===== src/rtl/cga_text_fetch.sv =====
// cga_text_fetch
//   Text-mode pixel source for the cga colour stage. A pixel coordinate from the
//   VGA timing generator is mapped to a character cell. The {attr, char} word is
//   read from text RAM, then the glyph row is read from font ROM. The block
//   produces the IRGB colour pair and the per-pixel "on" bit, and adds attribute
//   blink and a hardware cursor bar.
//
//   Latency: color_o is valid 4 clocks after a pixel is sampled and on_o is valid
//   5 clocks after it. This one-cycle lead of color_o matches cga's colour register.
//
// Ports
//   clk_i, rstn_i          pixel clock, async active-low reset
//   x_i, y_i, de_i         pixel coordinate and display enable from the timing gen
//   frame_i                one-cycle pulse per frame (drives the blink timer)
//   cursor_en_i/col/row    cursor enable and cell position
//   text_addr_o/text_data_i  text RAM port, {attr, char}, 1-cycle read latency
//   font_addr_o/font_data_i  font ROM port, {char, glyph_line}, bit7 = leftmost px
//   color_o                {bg irgb, fg irgb} to cga
//   on_o                   pixel on to cga
module cga_text_fetch #(
  parameter int COLS      = 80,
  parameter int ROWS      = 30,
  parameter int CHAR_H    = 16,
  parameter int ADDR_W    = 12,
  parameter int BLINK_EN  = 1,
  parameter int BLINK_FR  = 16,
  parameter int CUR_START = 14,
  parameter int CUR_END   = 15
) (
  input  logic                            clk_i,
  input  logic                            rstn_i,
  input  logic [9:0]                      x_i,
  input  logic [9:0]                      y_i,
  input  logic                            de_i,
  input  logic                            frame_i,
  input  logic                            cursor_en_i,
  input  logic [6:0]                      cursor_col_i,
  input  logic [4:0]                      cursor_row_i,
  output logic [ADDR_W-1:0]               text_addr_o,
  input  logic [15:0]                     text_data_i,
  output logic [8+$clog2(CHAR_H)-1:0]     font_addr_o,
  input  logic [7:0]                      font_data_i,
  output logic [7:0]                      color_o,
  output logic                            on_o
);

  localparam int LW = $clog2(CHAR_H);
  localparam int RW = 10 - LW;
  localparam int BW = (BLINK_FR > 1) ? $clog2(BLINK_FR) : 1;
  localparam logic [ADDR_W-1:0] COLS_A     = ADDR_W'(COLS);
  localparam logic [BW-1:0]     BLINK_LAST = BW'(BLINK_FR - 1);

  logic [6:0]        col;
  logic [RW-1:0]     row;
  logic [LW-1:0]     line;
  logic              in_area;
  logic              cur_hit;
  logic [ADDR_W-1:0] cell_addr;

  // Pipeline stage registers; the suffix is the number of clocks after sampling.
  logic              valid_1, valid_2, valid_3, valid_4;
  logic [LW-1:0]     line_1, line_2;
  logic [2:0]        xlo_1, xlo_2, xlo_3, xlo_4;
  logic              cur_1, cur_2, cur_3, cur_4;
  logic [7:0]        attr_3;
  logic              blink_4;

  logic [BW-1:0]     blink_cnt;
  logic              phase;
  logic [7:0]        color_next;
  logic              glyph_bit;
  logic              on_next;

  assign col  = x_i[9:3];
  assign row  = y_i[9:LW];
  assign line = y_i[LW-1:0];

  // Cell decode at sample time. Pixels outside the text grid count as blank, and so
  // do pixels outside the active area. The cursor match uses the cursor inputs
  // sampled in the same cycle as x/y.
  always_comb begin
    in_area   = de_i && (32'(col) < COLS) && (32'(row) < ROWS);
    cur_hit   = cursor_en_i && (col == cursor_col_i) && (row == RW'(cursor_row_i)) &&
                (32'(line) >= CUR_START) && (32'(line) <= CUR_END);
    cell_addr = ADDR_W'(row) * COLS_A + ADDR_W'(col);
  end

  // Stage 1: text RAM address. Blank pixels park the address at 0.
  always_ff @(posedge clk_i or negedge rstn_i) begin
    if (!rstn_i) begin
      text_addr_o <= '0;
      valid_1     <= 1'b0;
      line_1      <= '0;
      xlo_1       <= '0;
      cur_1       <= 1'b0;
    end else begin
      text_addr_o <= in_area ? cell_addr : '0;
      valid_1     <= in_area;
      line_1      <= line;
      xlo_1       <= x_i[2:0];
      cur_1       <= cur_hit && in_area;
    end
  end

  // Stages 2-4: text data arrives at stage 2. The char then addresses the font ROM,
  // and the side-band bits are delayed so they line up with the font data.
  always_ff @(posedge clk_i or negedge rstn_i) begin
    if (!rstn_i) begin
      valid_2     <= 1'b0;
      line_2      <= '0;
      xlo_2       <= '0;
      cur_2       <= 1'b0;
      valid_3     <= 1'b0;
      font_addr_o <= '0;
      attr_3      <= '0;
      xlo_3       <= '0;
      cur_3       <= 1'b0;
      valid_4     <= 1'b0;
      xlo_4       <= '0;
      cur_4       <= 1'b0;
      blink_4     <= 1'b0;
    end else begin
      valid_2     <= valid_1;
      line_2      <= line_1;
      xlo_2       <= xlo_1;
      cur_2       <= cur_1;
      valid_3     <= valid_2;
      font_addr_o <= {text_data_i[7:0], line_2};
      attr_3      <= text_data_i[15:8];
      xlo_3       <= xlo_2;
      cur_3       <= cur_2;
      valid_4     <= valid_3;
      xlo_4       <= xlo_3;
      cur_4       <= cur_3;
      blink_4     <= attr_3[7];
    end
  end

  // Blink timer: counts frame pulses and flips the visible phase on each wrap.
  always_ff @(posedge clk_i or negedge rstn_i) begin
    if (!rstn_i) begin
      blink_cnt <= '0;
      phase     <= 1'b1;
    end else if (frame_i) begin
      if (blink_cnt == BLINK_LAST) begin
        blink_cnt <= '0;
        phase     <= ~phase;
      end else begin
        blink_cnt <= blink_cnt + 1'b1;
      end
    end
  end

  // Output selection. When blink is enabled, attr[7] is the blink flag rather than
  // background intensity, so it never reaches the colour. For the on bit, a blank
  // pixel beats the cursor, the cursor beats blink, and blink beats the glyph.
  always_comb begin
    color_next = (BLINK_EN != 0) ? {1'b0, attr_3[6:0]} : attr_3;
    glyph_bit  = font_data_i[3'd7 - xlo_4];
    on_next    = glyph_bit;
    if (!valid_4) begin
      on_next = 1'b0;
    end else if (cur_4 && phase) begin
      on_next = 1'b1;
    end else if ((BLINK_EN != 0) && blink_4 && !phase) begin
      on_next = 1'b0;
    end
  end

  always_ff @(posedge clk_i or negedge rstn_i) begin
    if (!rstn_i) begin
      color_o <= '0;
      on_o    <= 1'b0;
    end else begin
      color_o <= valid_3 ? color_next : 8'h00;
      on_o    <= on_next;
    end
  end

endmodule


===== config.mk =====
export PLATFORM = sky130hd
export DESIGN_NAME = cga_text_fetch
export DESIGN_NICKNAME = d
export VERILOG_FILES = /design/src/rtl/cga_text_fetch.sv
export SDC_FILE = /design/constraint.sdc
export NUM_CORES = 1
export LEC_CHECK = 0
export CAP_MARGIN = 20
export CORE_ASPECT_RATIO = 1.25
export CORE_MARGIN = 4
export CORE_UTILIZATION = 55
export CTS_BUF_LIST = sky130_fd_sc_hd__clkbuf_8
export DETAILED_ROUTE_END_ITERATION = 8
export DONT_BUFFER_PORTS = 1
export PLACE_DENSITY = 0.81
export SYNTH_ARGS = -nofsm -noshare
export SYNTH_HDL_FRONTEND = slang
export SYNTH_SLANG_ARGS = --single-unit

===== constraint.sdc =====
create_clock -name clk_i -period 4.3 [get_ports clk_i]
set_input_delay 1.075 -clock clk_i [delete_from_list [all_inputs] [get_ports clk_i]]
set_output_delay 1.075 -clock clk_i [all_outputs]
set_load 0.05 [all_outputs]

## Word-level counts from Yosys, hierarchy flattened

Index checks and enable logic that the tools add are counted.

- Register bits after elaboration: 74
- Input bits: 61
- Output and inout bits: 33
- Word-level logic and storage cells: 52

- Add/sub/neg operators: 3
- Multipliers: 1
- Magnitude comparators: 4
- Equal/unequal tests: 3
- Muxes and demuxes: 8
- Bitwise gates (word level): 1
- Reductions and logical operators: 10

Operators by type and width:

| kind | number |
|---|---|
| $add 12x7->12 | 1 |
| $mux 12 | 1 |
| $logic_and 1x1->1 | 8 |
| $mul 6x3->8 const B | 1 |
| $eq 7x7->1 | 1 |
| $lt 7x7->1 const B | 1 |
| $mux 7 | 1 |
| $eq 6x5->1 | 1 |
| $lt 6x5->1 const B | 1 |
| $add 4x1->4 const B | 1 |
| $eq 4x4->1 const B | 1 |
| $ge 4x4->1 const B | 1 |
| $lt 3x4->1 const B | 1 |
| $mux 1 | 4 |
| $mux 4 | 1 |
| $bmux 1 s3 | 1 |
| $sub 3x3->3 const A | 1 |
| $reduce_and 2->1 | 1 |
| $logic_not 1->1 | 1 |
| $not 1->1 | 1 |

## Logic depth before layout (Yosys ltp)

Gate-level depths: netlist of run 1.

- Word-level depth: 6
- Depth in mapped cells: 8
- Gate-level depth less buffers: 8

## Least setup slack after synthesis of run 1

No wires, ideal clock.

- Kind: input -> register
- Start point: input port y_i[5]
- End point: register text_addr_o[10]
- Arrival time: 2770 ps
- Slack: 1411 ps
- Cell stages on the path: 8
- Path buffers: 0
- Cell sequence: ha_1 > ha_1 > inv_1 > fa_1 > nand2b_1 > a211oi_1 > xnor3_1 > and2_1

- Cells in the longest elaborated chain, start to end: 3
- Elaborated cells on any way between the ends: 5
- Those cells by class: 1 x add/sub; 1 x mul; 1 x order compare; 1 x mux; 1 x reduce/logical

Ends and longest elaborated chain:

| item | RTL line | RTL |
|---|---|---|
| from (decl) | 33 | `input logic [9:0] y_i,` |
| $mul 6x3->8 or $lt 6x5->1 (tied branches) | 85, 82 |  |
| $add 12x7->12 or $logic_and 1x1->1 (tied branches) | 85, 82 |  |
| $mux 12 (*) | 97 | `text_addr_o <= in_area ? cell_addr : '0;` |
| to (signal assigned) | 97 |  |
| to (decl) | 39 | `output logic [ADDR_W-1:0] text_addr_o,` |

Mark *: on every way between the ends. The rest lies on a longest branch, timed or not.
A chain may end at the register's enable or synchronous reset.

## Final worst setup path of run 1

Same ends and word-level chain as after synthesis.

==> metrics, run 1 <==
DRC violations left 0; first-pass GRT wire length 7520 µm; period utilisation layout 0.619; Slew Limit Headroom 0.645; status completed; die area 6200 µm²; clock sinks 74; Via density 5.31; htree depth 3; placer congestion estimate 0.806; Nets 274; Initial Util 0.573; CTS resizes 0; ANT nets after route 0; Mapped Area 2750 µm²; critical path's slowest cell fa_1; FFs w/ async S/R, synth 1.00; Finished Layout Cells 264; Setup TNS Final 0 ns; EDFF count, synth 0; Final HPWL DP 3480 µm; share of layout cells above drive strength 1 0.103; largest stage delay on the critical path 0.43 ns; area leader, netlist dfrtp_1; die width 71.2 µm; CP Class input pin to flop; largest net degree at the start of global routing 75; Clock Latency Late Sink 0.33 ns; number of DRC markers in iteration 0 72; Synth Flop Type dfrtp_1; # diodes 0; CTS tree yes; Worst-Margin Slew 0.527 ns; Crit path top cell by count ha_1; Worst setup SP type input pin; # IOs 94; hold crit path type flop to flop; CTS root buf clkbuf_8; crit path time final 2.66 ns; Crit path buffers/inverters 1; via count 1402; max-capacitance violation count 0; Peak supply drop 0.000263 V; CP Capture Type flop; utilization after layout 0.631; post-DR wirelength/cell 17.4 µm; final wirelength 4580 µm; top post-synthesis cells by area dfrtp_1 (66%), ha_1 (5.5%), xnor2_1 (5.1%), and2_1 (3.0%), mux4_1 (1.9%); Clock Pin Slew Worst Setup and Hold Paths 0.07 ns; Yosys warnings 0; antenna violations before repair 0; pwr dens 502 nW/µm²; max-slew violations 0; sequential fraction of the synthesis area 0.674; Worst path top cell family by delay adder cells; port bufs 0; skew final 0.00644 ns; dpl cells 248; distinct cell type count after synthesis 34; final hold violations 0; Critical Path RT 4.53 ns; vias in the first global route 1605; number of iterations in the first detailed-routing pass 4; Max FO, Critical Path 5; Hold Slack 0.344 ns; total power 1.52 mW; Worst Path Arrival 2.89 ns; clk buf depth 2; Mapped Nets 265; critical path cell sequence ha_1, ha_1, inv_1, fa_1, nand2b_1, a211oi_1, xnor3_1, and2_1; top cell type's share of synthesized area 0.665; aggregate global routing overflow 0; Fillers 364; commonest cells in the netlist dfrtp_1 (73), xnor2_1 (16), and2_1 (13); fmax 0.376 GHz; total track usage 0.164; Die Span Y 87.0 µm; Seq cells post-synth 74; RSZ-0062 raised after global routing no; area of the core 4800 µm²; Hold Buf Count CTS 0; synthesized area per cell 14.5 µm²; most frequent cell after synthesis dfrtp_1; Layout area overhead 10.2%; LEAKAGE 1.43 nW; row cnt 28; Gate Count Post-Synth 190; endpoints failing setup 0; Post-CTS Setup Bufs 0; cts bufs inserted 9
## routing by layer
| layer | part of all wire | wire length, µm | vias up | track usage |
|---|---|---|---|---|
| met5 | 0 | 0 | - | 0 |
| met1 | 0.37 | 1690 | 678 | 0.167 |
| met3 | 0.098 | 447 | 7 | 0.0774 |
| met4 | 0.012 | 54 | 0 | 0.0769 |
| met2 | 0.52 | 2390 | 67 | 0.283 |
| li1 | - | - | 650 | - |
## final cells by class
class | instances | area (µm²) | share of cell area
Sequential cell | 74 | 1850 | 0.612
Tap cell | 60 | 75.1 | 0.0248
Multi-Input combinational cell | 102 | 832 | 0.275
Clock inverter | 3 | 45.0 | 0.0149
Inverter | 12 | 45.0 | 0.0149
Clock buffer | 13 | 179 | 0.0591
## registers in the layout (all words and copies together), names as in the netlist
register and flops:
blink_4 1, attr_3 8, xlo_2 3, line_1 4, cur_1 1, blink_cnt 4
xlo_3 3, font_addr_o 12, cur_3 1, xlo_1 3, cur_2 1, on_o 1
cur_4 1, valid_3 1, valid_4 1, valid_2 1, text_addr_o 12, xlo_4 3
valid_1 1, color_o 7, phase 1, line_2 4
## report_power, final
part	switching, mW	leakage, nW	internal (mW)	total [mW]
logic	0.0616	0.399	0.0672	0.129
clock network	0.230	0.108	0.331	0.561
registers	0.0833	0.919	0.748	0.831
total	0.374	1.43	1.15	1.52
## metrics by stage
| step | setup slack [ns] | area (µm²) |
|---|---|---|
| 3_5_place_dp | 1.26 | 2810 |
| 6_report | 1.64 | 3030 |
| 3_3_place_gp | 1.36 | 2810 |
| 5_1_grt | 1.58 | 3030 |
| 4_1_cts | 1.63 | 3030 |
| 2_1_floorplan | 1.41 | 2750 |
## path summary, 6_finish.rpt
path	endpoint	startpoint	slack, ns	cells past startpoint
max	text_addr_o[10]	y_i[5]	1.64	8
min	cur_4	cur_3	0.34	0
max reg2reg	on_o	xlo_4[1]	2.80	4
min reg2reg	cur_4	cur_3	0.34	0
max in group asynchronous	phase	rstn_i	3.67	0
min in group asynchronous	font_addr_o[2]	rstn_i	0.43	0
## cell families (layout without fill, tap and decap cells)
logic type               count (synthesis)  in the layout  synth area share
adder cells (fa/ha/maj)                 14             14            0.0692
buffers and inverters                   14             28            0.0232
AO/OA/AOI/OAI                           15             15            0.0319
XOR/XNOR                                18             18            0.0624
AND/OR/NAND/NOR                         48             48             0.103
other                                    1              1           0.00136
multiplexers                             6              6            0.0346
flip-flops                              74             74             0.674
## cell usage in the layout (no fill, tap or decap), types with 3 or more instances in the layout
| cell type | netlist | layout |
|---|---|---|
| dfrtp_1 | 73 | 73 |
| xnor2_1 | 16 | 16 |
| and2_1 | 13 | 13 |
| clkbuf_8 | 0 | 13 |
| ha_1 | 12 | 12 |
| inv_1 | 11 | 11 |
| nand4_1 | 8 | 8 |
| nor2_1 | 8 | 8 |
| o21ai_0 | 6 | 6 |
| nand2_1 | 4 | 4 |
| a21oi_1 | 4 | 4 |
| or3_1 | 3 | 3 |
| nand2b_1 | 3 | 3 |
Power figures use the tool's default switching activity.
==> inputs of run 2 (changes only) <==
==> constraint.sdc (replaced) <==
create_clock -name clk_i -period 2.7 [get_ports clk_i]
set_input_delay 0.675 -clock clk_i [delete_from_list [all_inputs] [get_ports clk_i]]
set_output_delay 0.675 -clock clk_i [all_outputs]
set_load 0.05 [all_outputs]
==> run 2 against run 1 <==
- hold slack worse by 0.30 ns
- utilization down 1.1 points
- clock power is 23% higher
- clock skew decreased by 0.0012 ns
- die area did not move
- power up 46%
- cell count up 0.38%
- sequential power grew 59%
- critical path type unchanged
- sequential cell count unchanged
==> metrics, run 2 (synthesis gave the netlist of run 1 again) <==
status completed; RSZ-0062 raised after global routing no; commonest non-fill, non-tap cell in the layout dfrtp_1; fmax 0.447 GHz; max-capacitance violation count 0; pre-CTS worst setup slack 0.113 ns; htree depth 3; number of DRC markers in iteration 0 72; aggregate global routing overflow 0; Worst Path Arrival 2.45 ns; Fillers 360; period utilisation layout 0.828; CTS resizes 0; area of the core 4800 µm²; Worst setup SP type input pin; pwr dens 744 nW/µm²; Post-CTS Setup Bufs 0; largest registers font_addr_o: 12 flops, text_addr_o: 12 flops, attr_3: 8 flops; CP Class input pin to flop; die width 71.2 µm; max-slew violations 0; busiest grt layer met2; endpoints failing setup 0; largest net degree at the start of global routing 75; design area 2980 µm²; antenna violations before repair 0; Hold Slack 0.0408 ns; Via density 5.23; crit path time final 2.23 ns; # IOs 94; met3 usage 0.0624; total power 2.21 mW; cts bufs inserted 9; total track usage 0.166; final wirelength 4590 µm; CTS tree yes; via count 1385; Layout area overhead 8.28%; Final HPWL DP 3590 µm; Clock Latency Late Sink 0.32 ns; Hold Buf Count CTS 0; share of layout cells above drive strength 1 0.0927; number of iterations in the first detailed-routing pass 4; DP Area 2810 µm²; met2 usage 0.293; Die Span Y 87.0 µm; Initial Util 0.573; post-DR wirelength/cell 17.3 µm; final hold violations 0; Setup TNS Final 0 ns; die area 6200 µm²; CTS root buf clkbuf_8; DRC violations left 0; port bufs 0; Nets 275; LEAKAGE 1.42 nW; Clock Pin Slew Worst Setup and Hold Paths 0.07 ns; hold crit path type input pin to asynchronous set/reset pin; row cnt 28; PnR worst setup slack 0.465 ns; # diodes 0; vias in the first global route 1558; met1 GRT Util 0.170; skew final 0.00522 ns; Critical Path RT 2.91 ns; first-pass GRT wire length 7530 µm; placer congestion estimate 0.812; clock sinks 74; Peak supply drop 0.000289 V; ANT nets after route 0; commonest non-fill, non-tap cells in the layout dfrtp_1 (73), xnor2_1 (16), inv_1 (14), and2_1 (13), ha_1 (12); Max FO, Critical Path 5; clk buf depth 2; FF-to-FF setup slack 1.16 ns; CP Capture Type flop
## run 2: cell count changes in the layout (fill, tap and decap cells not counted)
cell        change
buf_4           +1
bufinv_16       -1
clkbuf_8        -3
clkinv_2        +3
clkinvlp_4      -2
inv_1           +3
## run 2: critical path: stages
cell and delay, ns:
ha_1 0.27, ha_1 0.21, inv_1 0.07, fa_1 0.43, nand2b_1 0.19, a211oi_1 0.21
xnor3_1 0.24, and2_1 0.16
## run 2: path summary, 6_finish.rpt
path / from / endpoint / cells after the start
worst max-delay path: y_i[5] / text_addr_o[10] / 8
worst min-delay path: rstn_i / font_addr_o[2] / 0
worst max register to register: xlo_4[1] / on_o / 4
worst min register to register: xlo_1[1] / xlo_2[1] / 0
max in group asynchronous: rstn_i / phase / 0
min in group clk_i: xlo_1[1] / xlo_2[1] / 0
## run 2: cell type report
cell class                      count  area [µm²]  share of cell area
Sequential cell                    74        1850               0.623
Multi-Input combinational cell    102         832               0.280
Clock buffer                       10         138              0.0462
Tap cell                           60        75.1              0.0252
Inverter                           12        45.0              0.0151
Clock inverter                      6        26.3             0.00883
Timing Repair Buffer                1        7.51             0.00252
## run 2: routing by layer
layer | up-vias | routed length, µm
met5 | - | 0
met4 | 0 | 99
met3 | 10 | 386
met2 | 68 | 2440
met1 | 656 | 1670
li1 | 651 | -
## run 2: where the power goes
part | switching [mW] | total (mW) | internal (mW)
Sequential | 0.130 | 1.32 | 1.19
Clock | 0.347 | 0.691 | 0.344
Combinational | 0.0934 | 0.202 | 0.109
Total | 0.570 | 2.21 | 1.64
## run 2: metrics by stage
stage | util | cells
finish | 0.620 | 265
global placement | 0.586 | 249
detailed placement | 0.586 | 249
CTS | 0.620 | 265
global route | 0.620 | 265
floorplan | - | 190
